--- src/rtl/lfsr_rr_server.sv ---
`default_nettype none
// +----------------------------------------------------------------------------+
// | Module      : lfsr_rr_server                                               |
// | Description : 8-bit Galois LFSR shared round-robin among NREQ requesters.  |
// | Revision    : 1.0 - initial release                                        |
// +----------------------------------------------------------------------------+
module lfsr_rr_server #(
  parameter int        NREQ       = 4,
  parameter logic [7:0] RESET_SEED = 8'h0F
) (
  input  logic            clk,
  input  logic            reset_n,
  input  logic            enable,
  input  logic [NREQ-1:0] req,
  output logic [NREQ-1:0] gnt,
  output logic [7:0]      rdata,
  input  logic            seed_load,
  input  logic [7:0]      seed,
  output logic [15:0]     served,
  output logic [7:0]      lfsr_state
);

  localparam int              PW     = (NREQ > 1) ? $clog2(NREQ) : 1;
  localparam logic [PW-1:0]   c_last = PW'(NREQ - 1);
  localparam logic [PW:0]     c_nreq = (PW + 1)'(NREQ);

  logic [7:0]      r_lfsr;
  logic [PW-1:0]   r_ptr;
  logic [NREQ-1:0] r_gnt;
  logic [7:0]      r_rdata;
  logic [15:0]     r_served;

  logic [7:0]      w_step;
  logic            w_found;
  logic [PW-1:0]   w_win;
  logic [PW-1:0]   w_ptr_nxt;
  logic [NREQ-1:0] w_gnt_nxt;

  assign w_step = {r_lfsr[6:4], r_lfsr[7] ^ r_lfsr[3], r_lfsr[7] ^ r_lfsr[2],
                   r_lfsr[7] ^ r_lfsr[1], r_lfsr[0], r_lfsr[7]};

  // Scan from the pointer upward, wrapping; the first set request wins.
  always_comb begin : p_arb
    logic [PW:0] v_idx;
    v_idx     = '0;
    w_found   = 1'b0;
    w_win     = '0;
    w_gnt_nxt = '0;
    for (int i = 0; i < NREQ; i++) begin
      v_idx = {1'b0, r_ptr} + (PW + 1)'(i);
      if (v_idx >= c_nreq) v_idx = v_idx - c_nreq;
      if (!w_found && req[v_idx[PW-1:0]]) begin
        w_found = 1'b1;
        w_win   = v_idx[PW-1:0];
      end
    end
    if (w_found) w_gnt_nxt[w_win] = 1'b1;
    w_ptr_nxt = (w_win == c_last) ? '0 : w_win + PW'(1);
  end

  always_ff @(posedge clk or negedge reset_n) begin
    if (!reset_n) begin
      r_lfsr   <= RESET_SEED;
      r_ptr    <= '0;
      r_gnt    <= '0;
      r_rdata  <= 8'h00;
      r_served <= 16'h0000;
    end else begin
      r_gnt <= '0;
      // Seeding wins over everything, and zero would lock the LFSR up.
      if (seed_load) begin
        r_lfsr <= (seed == 8'h00) ? RESET_SEED : seed;
      end else if (enable && w_found) begin
        r_gnt    <= w_gnt_nxt;
        r_rdata  <= r_lfsr;
        r_lfsr   <= w_step;
        r_ptr    <= w_ptr_nxt;
        r_served <= r_served + 16'd1;
      end
    end
  end

  assign gnt        = r_gnt;
  assign rdata      = r_rdata;
  assign served     = r_served;
  assign lfsr_state = r_lfsr;

endmodule
`default_nettype wire

--- config.mk ---
export PLATFORM = sky130hd
export DESIGN_NAME = lfsr_rr_server
export DESIGN_NICKNAME = d
export VERILOG_FILES = /design/src/rtl/lfsr_rr_server.sv
export SDC_FILE = /design/constraint.sdc
export NUM_CORES = 1
export LEC_CHECK = 0
export BUFFER_PORTS_ARGS = -buffer_cell sky130_fd_sc_hd__buf_2
export CAP_MARGIN = 10
export CORE_MARGIN = 4
export CORE_UTILIZATION = 37
export CTS_BUF_LIST = sky130_fd_sc_hd__clkbuf_2 sky130_fd_sc_hd__clkbuf_4 sky130_fd_sc_hd__clkbuf_8
export DETAILED_ROUTE_END_ITERATION = 8
export PLACE_DENSITY = 0.61
export SYNTH_ARGS = -nofsm -noshare
export SYNTH_HDL_FRONTEND = slang
export SYNTH_SLANG_ARGS = --single-unit
export TNS_END_PERCENT = 30
--- constraint.sdc ---
create_clock -name clk -period 2.35 [get_ports clk]
set_clock_uncertainty 0.2 [all_clocks]
set_input_delay 0.235 -clock clk [delete_from_list [all_inputs] [get_ports clk]]
set_output_delay 0.235 -clock clk [all_outputs]
set_load 0.01 [all_outputs]
=== Word level (Yosys, flattened, before mapping) ===
Index checks and enable logic that the tools add are counted.

* Input bits: 16
* Flip-flop bits (word level): 38

* $add $sub $neg: 9
* Bitwise operators: 4
* Order comparisons: 10
* Eq/ne operators: 1
* Multiplexer cells: 29
* Reductions and logical operators: 11

{| class="wikitable"
|+ Operators by type and width
! kind !! number
|-
| $mux 8 || 3
|-
| $mux 2 || 9
|-
| $add 16x1->16 const B || 1
|-
| $lt 2x3->1 const B || 5
|-
| $mux 4 || 3
|-
| $ge 3x3->1 const B || 3
|-
| $mux 1 || 9
|-
| $bmux 1 s2 || 4
|-
| $logic_not 8->1 || 1
|-
| $sub 2x1->2 const B || 4
|-
| $add 2x2->3 const B || 2
|-
| $logic_and 1x1->1 || 5
|-
| $add 2x1->3 const B || 1
|-
| $ge 2x3->1 const B || 1
|-
| $logic_not 1->1 || 3
|-
| $xor 1x1->1 || 3
|-
| $add 2x1->2 const B || 1
|-
| $demux 1 s2 || 1
|-
| $eq 2x2->1 const B || 1
|-
| $ge 2x1->1 const B || 1
|-
| $reduce_and 2->1 || 1
|-
| $reduce_bool 2->1 || 1
|-
| $not 1->1 || 1
|}

=== Logic depth before layout (Yosys ltp) ===
* Depth in word-level cells: 21
* Gate-level depth with buffers: 7
* Gate-level depth less buffers: 7

=== Worst setup path before layout ===
No wires, ideal clock.

* Kind: register to register
* Start: register r_ptr[1]
* End: register r_ptr[1]
* Arrival time: 1.788 ns
* Cell stages (with the launch flop): 6
* Period minus slack after synthesis: 2.113 ns
* Setup slack: 0.237 ns
* Data required time: 2.025 ns
* Cells stage by stage: dfrtp_1 > mux2_2 > a221oi_1 > o41a_1 > ha_1 > mux2_2

* Word-level cells in the longest chain between the ends: 16
* Elaborated cells between the ends (all ways): 42
* Classes of those cells: 8 x add/sub; 4 x order compare; 1 x eq/ne; 21 x mux; 8 x reduce/logical

{| class="wikitable"
|+ Ends and longest elaborated chain
! element !! line !! text
|-
| start: declaration || 28 || <nowiki>logic [PW-1:0] r_ptr;</nowiki>
|-
| start signal: assignment || 77 || <nowiki>r_ptr <= w_ptr_nxt;</nowiki>
|-
| branches (longest 13 deep; another with $add 2x1->3) || - ||
|-
| $mux 2 (*) || 52 || <nowiki>if (!w_found && req[v_idx[PW-1:0]]) begin</nowiki>
|-
| $add 2x1->2 or $eq 2x2->1 (tied branches) || 58 || <nowiki>w_ptr_nxt = (w_win == c_last) ? '0 : w_win + PW'(1);</nowiki>
|-
| $mux 2 (*) || 58 ||
|-
| named net w_ptr_nxt[1] || 36 || <nowiki>logic [PW-1:0] w_ptr_nxt;</nowiki>
|}

Mark *: on every way through the listed nets, which the timed path passes. The select of a mux whose other input is x is not followed.
A chain may end at the register's enable or synchronous reset.

=== Worst setup path in the final report ===
Same ends and word-level chain as after synthesis.

==> metrics.csv <==
metric,value,unit
status,"complete, no violations",
Fillers,441,
initial antenna violation count,0,
top post-synthesis cells by area,"dfrtp_1, mux2_2, xnor2_1, dfstp_2, ha_1",
Sinks on Clock Net,38,
sequential group share of total power,0.452,
VDD IR max,0.318,mV
crit path DAT,2.13,ns
Row Count,25,
Leakage,1.13,nW
final hold violations,0,
H-tree depth,2,
Synth warnings,0,
Net Sw Power,575,µW
"Cell Area, Synth",1810,µm²
clk_lat worst skew,0.29,ns
pre-CTS setup slack,0.179,ns
WHS,0.0164,ns
final critical-path setup slack,0.183,ns
Worst Hold Depth,2,
Worst-path clk slew,0.07,ns
Tmin final,2.17,ns
Worst Setup Start Kind,flop,
DR DRC count,0,
DRT Wirelength,3640,µm
first-pass GRT wire length,6180,µm
Max Freq,0.461,GHz
post-detail-place hpwl,2630,µm
vias in the first global route,1323,
Hold Path Origin,seed[1],
Routed Antenna Nets,0,
Via density,4.78,
largest net degree at the start of global routing,39,
final std cells w/o fill,287,
CTS max path bufs,2,
Sw Share,0.294,
Synth cell types,37,
TNS Setup,0,ns
Final nets,240,
syn_area_per_cell,11.7,µm²
Starting Density,0.383,
Final period util,0.922,
CP Class,reg2reg,
final max-slew violation count,0,
main flop type after synthesis,dfrtp_1,
Setup crit end kind,flop,
Crit Reg-Reg Endpoint,r_ptr[1]$_DFFE_PN0P_,
slack of the worst reg-to-reg path,0.18,ns
worst hold path endpoint,lfsr_state[1]$_DFFE_PN1P_,
Clock power frac,0.294,
Layout area overhead,29.7,%
Initial DRT Pass Iterations,5,
post-synthesis cell count,155,
P_int,1.38,mW
combinational share of power,0.254,
Finish-stage setup viols,0,
Crit Path Max Fanout,5,
number of synthesized flops with an enable pin,0,
wire per inst,12.7,µm
DIE HEIGHT,77.9,µm
RSZ-0062 raised after global routing,no,
Max Cap Viol,0,
Die X-Extent,77.9,µm
I/O Buffers,51,
Num CTS Buffers,5,
placed instance count,272,
post-CTS sizing,0,
Clock Tree Root,clkbuf_8,
R2R depth,5,
layout cell share with drive strength beyond 1,0.391,
GRT overflow,0,
"Seq/Total Area, Yosys",0.528,
worst slew pin tran,0.835,ns
vias post-DR,1371,
CP Data Required Time,2.32,ns
Top Ports,52,
"area leader, netlist",dfrtp_1,
RePlAce Congestion,0.837,
Hold Crit Class,in2reg,
post-synth net total,176,
RR Startpoint,r_ptr[1]$_DFFE_PN0P_,
post-synth top area share,0.470,
# diodes,0,
gr usage total,0.129,
CTS tree,done,
Power Dens Cells,834,nW/µm²
drt initial violations,89,
relative slew slack,0.443,
core area,4720,µm²
Die ar.,6070,µm²
ys async rst share,1.00,
post-synthesis register bit count,38,
[layout by cell type (no fill, tap or decap), drive strengths merged]
cell type / netlist / final
nor2: 8 / 8
a31oi: 1 / 1
xor2: 3 / 3
mux2: 13 / 13
nand3: 3 / 3
or4: 2 / 2
a21oi: 5 / 5
and4: 2 / 2
nor3: 1 / 1
nand2: 10 / 10
nand4: 7 / 7
xnor2: 15 / 15
nor3b: 1 / 1
dfstp: 4 / 4
dlygate4sd3: 0 / 7
dfrtp: 34 / 34
o22ai: 1 / 1
and3: 2 / 2
o41ai: 2 / 2
clkbuf: 2 / 7
bufinv: 0 / 1
nor4: 2 / 2
and2: 5 / 5
o22a: 3 / 3
a211oi: 1 / 1
a221oi: 1 / 1
buf: 4 / 56
ha: 5 / 5
mux2i: 3 / 3
inv: 7 / 7
o21ai: 7 / 7
o41a: 1 / 1
[cell usage after synthesis (3+ instances only)]
cell type	instances
dfrtp_1	34
nor2_1	7
nand3_1	3
mux2_2	13
o21ai_0	6
mux2i_1	3
dfstp_2	4
nand4_1	7
a21oi_1	5
xnor2_1	15
ha_1	5
nand2_1	10
xor2_1	3
inv_1	7
and2_1	5
[logic make-up after synthesis]
group / synth area share
adders and majority gates: 0.0346
DFF: 0.528
xor gates and xnor gates: 0.0871
and+or+nand+nor: 0.129
AOI/OAI and AO/OA: 0.0927
buffers and inverters: 0.0304
muxes: 0.0975
[metrics by stage]
stage	util	total power, mW	cell area, µm²
final	0.497	1.96	2350
after global routing	0.497	2.09	2350
after CTS	0.497	1.99	2350
after detailed placement	0.457	1.39	2160
after global placement	0.457	1.38	2160
after floorplan	-	1.18	1810
[final cells by class]
type,count,area [µm²],area share
clock buffers,7,90.1,0.0384
clock inverters,1,30.0,0.0128
inverters,7,26.3,0.0112
multi-input cells,104,798,0.340
flip-flops and latches,38,956,0.407
well taps,67,83.8,0.0357
repair buffers,63,363,0.155
[power by group through the flow]
stage | Clock (mW) | Sequential [mW] | Combinational (mW)
4_1_cts | 0.599 | 0.886 | 0.506
2_1_floorplan | 0 | 0.926 | 0.254
3_5_place_dp | 0 | 0.897 | 0.496
5_1_grt | 0.634 | 0.905 | 0.555
3_3_place_gp | 0 | 0.895 | 0.488
6_report | 0.577 | 0.884 | 0.498
[how the worst max path moves through the flow]
stage | from | end | slack, ns | depth (start not counted)
floorplan | r_ptr[1]$_DFFE_PN0P_ | r_ptr[1]$_DFFE_PN0P_ | 0.24 | 5
global placement | r_ptr[1]$_DFFE_PN0P_ | r_ptr[1]$_DFFE_PN0P_ | 0.22 | 5
detailed placement | r_ptr[1]$_DFFE_PN0P_ | r_ptr[1]$_DFFE_PN0P_ | 0.18 | 5
CTS | r_ptr[1]$_DFFE_PN0P_ | r_ptr[1]$_DFFE_PN0P_ | 0.17 | 5
global route | r_ptr[1]$_DFFE_PN0P_ | r_ptr[1]$_DFFE_PN0P_ | 0.05 | 5
finish | r_ptr[1]$_DFFE_PN0P_ | r_ptr[1]$_DFFE_PN0P_ | 0.18 | 5
[registers in the layout, indices dropped and copies added, names as in the netlist]
register	flops
served	16
lfsr_state	8
rdata	8
gnt	4
r_ptr	2
[worst max-delay path, stage by stage, from the launching register on]
cell	delay (ns)
dfrtp_1	0.41
mux2_2	0.35
a221oi_1	0.36
o41a_1	0.24
ha_1	0.24
mux2_2	0.26
[repair_timing]
item                      CTS  global route
hold buffers                7             0
buffers inserted            0             0
hold endpoints to repair   40             0
[routing by layer]
metal / up-vias / part of all wire / GRT usage
met1: 644 / 0.46 / 0.171
li1: 680 / - / -
met4: 0 / 0.016 / 0.0472
met3: 6 / 0.066 / 0.0441
met5: - / 0 / 0
met2: 41 / 0.46 / 0.196
(Power assumes the default switching activity.)
